File: src/rtl/memory_seek_controller_pkg.sv
// Shared types and constants for the memory seek controller: FSM states,
// step direction encoding and the half-range helper.
package memory_seek_controller_pkg;

  typedef enum logic [1:0] {
    IDLE = 2'd0,
    EVAL = 2'd1,
    STEP = 2'd2,
    DONE = 2'd3
  } state_t;

  typedef enum logic [1:0] {
    DIR_NONE = 2'd0,
    DIR_UP   = 2'd1,
    DIR_DOWN = 2'd2
  } dir_t;

  // Largest distance the seek may ever need to travel: 2^(w-1).
  function automatic int unsigned half_range(input int unsigned w);
    return 32'd1 << (w - 1);
  endfunction

endpackage

File: src/rtl/memory_seek_dir.sv
// Picks the shorter way round the address ring from mem_address to target.
// A distance of exactly half the ring goes up.
module memory_seek_dir
  import memory_seek_controller_pkg::*;
#(
  parameter int n = 2
) (
  input  logic [n-1:0] target,
  input  logic [n-1:0] mem_address,
  output dir_t         dir
);

  localparam int unsigned HALF_I = half_range(n);
  localparam logic [n:0]  HALF   = HALF_I[n:0];

  logic [n-1:0] up_dist;

  always_comb begin
    up_dist = target - mem_address;
    if (up_dist == '0)
      dir = DIR_NONE;
    else if ({1'b0, up_dist} <= HALF)
      dir = DIR_UP;
    else
      dir = DIR_DOWN;
  end

endmodule

File: src/rtl/memory_seek_controller.sv
// Drives a counting memory up or down one address at a time until it reports
// the latched target, then captures the data there (or flags an error).
module memory_seek_controller
  import memory_seek_controller_pkg::*;
#(
  parameter int n = 2,
  parameter int m = 8
) (
  input  logic         clk,
  input  logic         reset,
  input  logic         start,
  input  logic [n-1:0] target,
  input  logic [n-1:0] mem_address,
  input  logic [m-1:0] mem_data,
  output logic         count_up_key,
  output logic         count_down_key,
  output logic         busy,
  output logic         done,
  output logic         error,
  output logic [m-1:0] rd_data
);

  localparam int unsigned HALF_I = half_range(n);
  localparam logic [n-1:0] HALF  = HALF_I[n-1:0];

  state_t       state, next_state;
  dir_t         dir;
  logic [n-1:0] tgt_q;
  logic [n-1:0] step_cnt;
  logic         match;
  logic         limit;

  memory_seek_dir #(.n(n)) u_dir (
    .target      (tgt_q),
    .mem_address (mem_address),
    .dir         (dir)
  );

  assign match = (dir == DIR_NONE);
  // A correct memory is never more than half a ring away, so reaching this
  // many steps without a match means the memory is not following the keys.
  assign limit = (step_cnt == HALF);

  always_ff @(posedge clk or posedge reset) begin
    if (reset) state <= IDLE;
    else       state <= next_state;
  end

  always_comb begin
    next_state = state;
    case (state)
      IDLE: if (start) next_state = EVAL;
      EVAL: next_state = (match || limit) ? DONE : STEP;
      STEP: next_state = EVAL;
      DONE: next_state = IDLE;
      default: next_state = IDLE;
    endcase
  end

  always_comb begin
    busy = (state == EVAL) || (state == STEP);
    done = (state == DONE);
  end

  // Keys are set only on the EVAL->STEP edge, so they are high for STEP alone.
  always_ff @(posedge clk or posedge reset) begin
    if (reset) begin
      count_up_key   <= 1'b0;
      count_down_key <= 1'b0;
      error          <= 1'b0;
      rd_data        <= '0;
      tgt_q          <= '0;
      step_cnt       <= '0;
    end else begin
      count_up_key   <= 1'b0;
      count_down_key <= 1'b0;
      case (state)
        IDLE: begin
          if (start) begin
            tgt_q    <= target;
            error    <= 1'b0;
            step_cnt <= '0;
          end
        end
        EVAL: begin
          if (match) begin
            rd_data <= mem_data;
          end else if (limit) begin
            error <= 1'b1;
          end else begin
            step_cnt       <= step_cnt + 1'b1;
            count_up_key   <= (dir == DIR_UP);
            count_down_key <= (dir == DIR_DOWN);
          end
        end
        default: ;
      endcase
    end
  end

endmodule

File: config.mk
export PLATFORM = sky130hd
export DESIGN_NAME = memory_seek_controller
export DESIGN_NICKNAME = d
export VERILOG_FILES = /design/src/rtl/memory_seek_controller_pkg.sv /design/src/rtl/memory_seek_dir.sv /design/src/rtl/memory_seek_controller.sv
export SDC_FILE = /design/constraint.sdc
export NUM_CORES = 1
export LEC_CHECK = 0
export CORE_ASPECT_RATIO = 0.9
export CORE_MARGIN = 4
export CORE_UTILIZATION = 45
export DETAILED_ROUTE_END_ITERATION = 12
export GPL_TIMING_DRIVEN = 0
export PLACE_DENSITY = 0.8
export SETUP_SLACK_MARGIN = 0.2
export SYNTH_ARGS = -nofsm -noshare
export SYNTH_HDL_FRONTEND = slang
export SYNTH_SLANG_ARGS = --single-unit
File: constraint.sdc
create_clock -name clk -period 2.4 [get_ports clk]
set_input_delay 0.36 -clock clk [delete_from_list [all_inputs] [get_ports clk]]
set_output_delay 0.36 -clock clk [all_outputs]
set_load 0.01 [all_outputs]
Word-level counts from Yosys, hierarchy flattened
Cells that the tools add are included.
{ "totals": {"reg_bits": 17, "latch_bits": 0, "mem_bits_rw": 0, "mem_bits_ro": 0, "out_inout_bits": 13, "wordCells": 49, "n_memories": 0} }
{ "op_classes": {"n_addsub": 2, "n_mul": 0, "div": 0, "magnitude_cmp": 1, "n_eq_ne": 10, "n_shift": 0, "mux": 19, "bitwise": 0, "n_reduce_logical": 10} }
{ "op_table": {"columns": ["cell", "count"], "rows": [
  ["two-way mux 2 bit", 6],
  ["two-way mux 1 bit", 10],
  ["== test 2 bit, second input constant", 4],
  ["!= test 2 bit, second input constant", 4],
  ["case mux 2 bit (4 select lines)", 1],
  ["AND reduction 4 bit", 2],
  ["zero test 2 bit", 3],
  ["== test 2 x 1 -> 1 bit, second input constant", 2],
  ["case mux 2 bit (2 select lines)", 1],
  ["AND reduction 2 bit", 2],
  ["adder 2 x 1 -> 2 bit, second input constant", 1],
  ["<= comparator 2 bit, second input constant", 1],
  ["logical OR 1 bit", 2],
  ["case mux 1 bit (2 select lines)", 1],
  ["nonzero test 2 bit", 1],
  ["subtractor 2 bit", 1]
]} }

Logic depth before layout (Yosys ltp)
{ "depth": {"depth_word": 8, "ltp_mapped": 9, "mapped_depth_nobuf": 9} }

By module
From an unflattened synthesis, not the netlist that was laid out.
{ "hier_totals": {"hier_cells": 65, "area_unflattened_um2": 853.3} }
{ "by_module_without_submodules": {"columns": ["module", "instances", "cells_each", "area_per_inst_um2", "seq_area_each_um2"], "rows": [
  ["memory_seek_controller", 1, 60, 797.0, 425.4],
  ["memory_seek_dir", 1, 5, 56.3, 0.0]
]} }

Least setup slack after synthesis
Ideal clock, no wire load.
{ "synth_timing": {"path_kind": "input port to flip-flop", "start": "input port mem_address[0]", "end": "register rd_data[0]", "setup_time_ns": 0.125, "arrival_time_ns": 1.618, "required_time_ns": 2.275, "path_slack_ns": 0.657, "path_stages": 7, "n_path_buf": 0, "path_cell_list": "ha_1 xnor2_1 xnor2_1 inv_1 ha_1 nand2_4 mux2_4"} }
{ "synth_between": {"elab_chain_cells": 6} }
{ "synth_lines": {"columns": ["element", "line_no", "text"], "rows": [
  ["start, declared", "memory_seek_controller.sv:13", "input logic [n-1:0] mem_address,"],
  ["subtractor 2 bit *", "memory_seek_dir.sv:19", "up_dist = target - mem_address;"],
  ["<= comparator 2 bit", "memory_seek_dir.sv:22", "else if ({1'b0, up_dist} <= HALF)"],
  ["two-way mux 2 bit", "memory_seek_dir.sv:22", null],
  ["two-way mux 2 bit *", "memory_seek_dir.sv:20", "if (up_dist == '0)"],
  ["zero test 2 bit *", "memory_seek_controller.sv:39", "assign match = (dir == DIR_NONE);"],
  ["AND reduction 2 bit (no line) *", null, null],
  ["end signal, assigned", "memory_seek_controller.sv:87", "rd_data <= mem_data;"],
  ["end, declared", "memory_seek_controller.sv:20", "output logic [m-1:0] rd_data"]
]} }
Every way passes the cells marked *; elsewhere a longest branch is shown, timed or not.
A chain may end at the register's enable or synchronous reset.

Final worst setup path
{ "layout_timing": {"start": "input port mem_address[0]", "end": "register rd_data[5]"} }
The elaborated chain is that of the path after synthesis.

==> results_dict.tcl <==
set metrics [dict create \
    die_w_um 54.70 \
    clkLatencyLatePin_ns 0.28 \
    synth_area_in_adders_pct 9.915 \
    die_area_sq_mm 0.002737 \
    grt_start_max_net_pins 18 \
    slew-limit-headroom_pct 58.03 \
    initial_utilization_pct 49.93 \
    drive_above_1_share_pct 19.61 \
    cts-buffers-inserted 3 \
    grt_pass1_vias 609 \
    ir_drop_v 0.0007167 \
    status "completed" \
    pwr_density_cell_mw_per_mm2 1348 \
    power.static_leakage_nw 0.5762 \
    syn_to_final_growth_pct 36.97 \
    hold_buffers 0 \
    yosys_warnings 0 \
    max-clock-path-buffers 2 \
    antenna_found_initial 0 \
    cap_violations 0 \
    timing.final.max_slew_violations 0 \
    clkSinkCount 17 \
    synth.mux.area_fraction_pct 17.85 \
    area_of_the_core_sq_mm 0.001769 \
    yosys.area_share.xor_xnor_pct 1.983 \
    synth_top_family_by_area "multiplexers" \
    finish.cell_count_without_fillers 126 \
    fillerInstances 125 \
    timing.critical_path.from_type "primary input" \
    syn-cell-area_sq_um 883.3 \
    grt_pass1_wl_um 2829 \
    gp_routability_congestion 0.8301 \
    num_rows 14 \
    final.setup.worst_slack_ns 0.4091 \
    synth_nets 93 \
    grt_setup_unrepaired "no" \
    ctsResizeCount 0 \
    synth_cells 71 \
    setup_total_negative_slack_ns 0 \
    synth_compound_area_share_pct 6.232 \
    detail_route.wl_per_cell_um 13.47 \
    post-cts-setup-buffers 0 \
    worstMarginPinSlew_ns 0.6288 \
    final_cell_mix "clkdlybuf4s50_1, dfrtp_1, mux2_4, inv_1, ha_1" \
    min_period_over_period_pct 82.95 \
    grt.total_usage_pct 14.50 \
    antenna_diodes 0 \
    grt_remaining_overflow 0 \
    pre_cts_ws_ns 0.08787 \
    critical_path_class "in -> reg" \
    dp.final_hpwl_um 1396 \
    finalNetCount 125 \
    path_max_fanout 8 \
    max_freq_mhz 502.3 \
    synth.avg_cell_area_sq_um 12.44 \
    wirelength_um 1697 \
    ff2ff_path_depth 8 \
    tritoncts "done" \
    synth_seq_area_share_pct 48.16 \
    postLayoutCoreUtil_pct 68.39 \
    timing.critical_path.required_ns 2.57 \
    period_needed_ns 1.991 \
    die-height_um 50.03 \
    first_pass_iters 4 \
    io_pins 28 \
    area_share_of_and_or_nand_nor_cells_after_synthesis_pct 11.19 \
    placement.io_buffers 27 \
    final-setup-viol-count 0 \
    layout.cells.most_common "clkdlybuf4s50_1" \
    detail_route.iter0.violations 6 \
    clock_tree.htree_level_count 1 \
    drtAntennaViolNets 0 \
    fin_worst_skew_ns 0.001233 \
    crit_path_end_kind "flip-flop" \
    vias_per_cell 4.794 \
    timing.critical_path.arrival_ns 2.16 \
    path_clk_slew_ns 0.09 \
    cts_root_buf "clkbuf_4" \
    via_count 604 \
    post-route-drc-count 0 \
    finalHoldViolations 0 \
    yosys.cell_types.count 24 \
    hold_class "in -> async" \
    dpl.cell_count 122 \
    postSynthRegisterBits 17 \
]
==> worst max-delay path: stages <==
cell             delay, ns
clkdlybuf4s50_1       0.42
ha_1                  0.21
xnor2_1               0.13
xnor2_1               0.21
inv_1                 0.07
ha_1                  0.27
nand2_4               0.18
mux2_4                0.32
==> sequential cells by signal, indices dropped and copies added, names as in the netlist <==
register,cells
tgt_q,2
error,1
state,2
step_cnt,2
count_up_key,1
rd_data,8
count_down_key,1
==> through the flow <==
| step | hold WS, ns | cell area (sq um) | power (W) |
|---|---|---|---|
| final | 0.4522 | 1210 | 0.001630 |
| after global routing | 0.5236 | 1210 | 0.001771 |
| after CTS | 0.4570 | 1210 | 0.001651 |
| after detailed placement | 0.4933 | 1184 | 0.001497 |
| after global placement | 0.4916 | 1184 | 0.001464 |
| after floorplan | 0.2861 | 883.3 | 0.001144 |
==> cells in the mapped netlist, drive strengths merged <==
library cell  instances  area [sq um]
dfrtp                17         425.4
mux2                 11         157.7
inv                   8         30.03
ha                    7         87.58
nand2                 4         22.52
nor2                  4         17.52
o21ai                 4         20.02
a21oi                 2         13.76
and3                  2         15.01
xnor2                 2         17.52
a31oi                 1         6.260
buf                   1         11.26
nand2b                1         6.260
nand3                 1         5.000
nand4                 1         6.260
nand4bb               1         11.26
nor2b                 1         6.260
nor4b                 1         8.760
o211ai                1         7.510
o21a                  1         7.510
==> worst paths after layout <==
kind	startpoint	to	slack, ns
worst min register to register	rd_data[2]	rd_data[2]	0.51
max in group asynchronous	reset	tgt_q[1]	1.55
worst max register to register	tgt_q[0]	rd_data[5]	0.54
min in group clk	rd_data[2]	rd_data[2]	0.51
worst min-delay path	reset	rd_data[0]	0.45
worst max-delay path	mem_address[0]	rd_data[5]	0.41
==> routing by layer <==
metal / GRT usage (%) / vias to the layer above / wire length (um) / part of all wire (%)
met5: 0 / - / 0 / 0
met4: 6.224 / 0 / 21 / 1.2
met3: 3.614 / 2 / 85 / 5.0
met2: 23.03 / 21 / 878 / 52
met1: 18.05 / 276 / 712 / 42
li1: - / 305 / - / -
==> area by class of cell <==
| type | instances | area [sq um] | share of cell area (%) |
|---|---|---|---|
| sequential | 17 | 425.4 | 35.16 |
| multi-input combinational | 45 | 416.7 | 34.44 |
| timing repair buffer | 27 | 270.3 | 22.34 |
| inverter | 8 | 30.03 | 2.482 |
| tap | 24 | 30.03 | 2.482 |
| clock buffer | 4 | 26.28 | 2.172 |
| buffer | 1 | 11.26 | 0.9307 |
==> cells by family (layout without fill, tap and decap cells) <==
kind of cell / Yosys count / in the layout
buffers and inverters: 9 / 40
AO/OA/AOI/OAI: 9 / 9
AND/OR/NAND/NOR: 16 / 16
adder cells (fa/ha/maj): 7 / 7
flip-flops: 17 / 17
XOR/XNOR: 2 / 2
multiplexers: 11 / 11
==> power by group <==
group | internal [W] | total (W) | switching (W)
combinational | 0.000564 | 0.000977 | 0.000413
sequential | 0.000427 | 0.000508 | 0.0000810
clock | 0.0000646 | 0.000145 | 0.0000800
No activity file was read; power rests on OpenSTA's default activity.
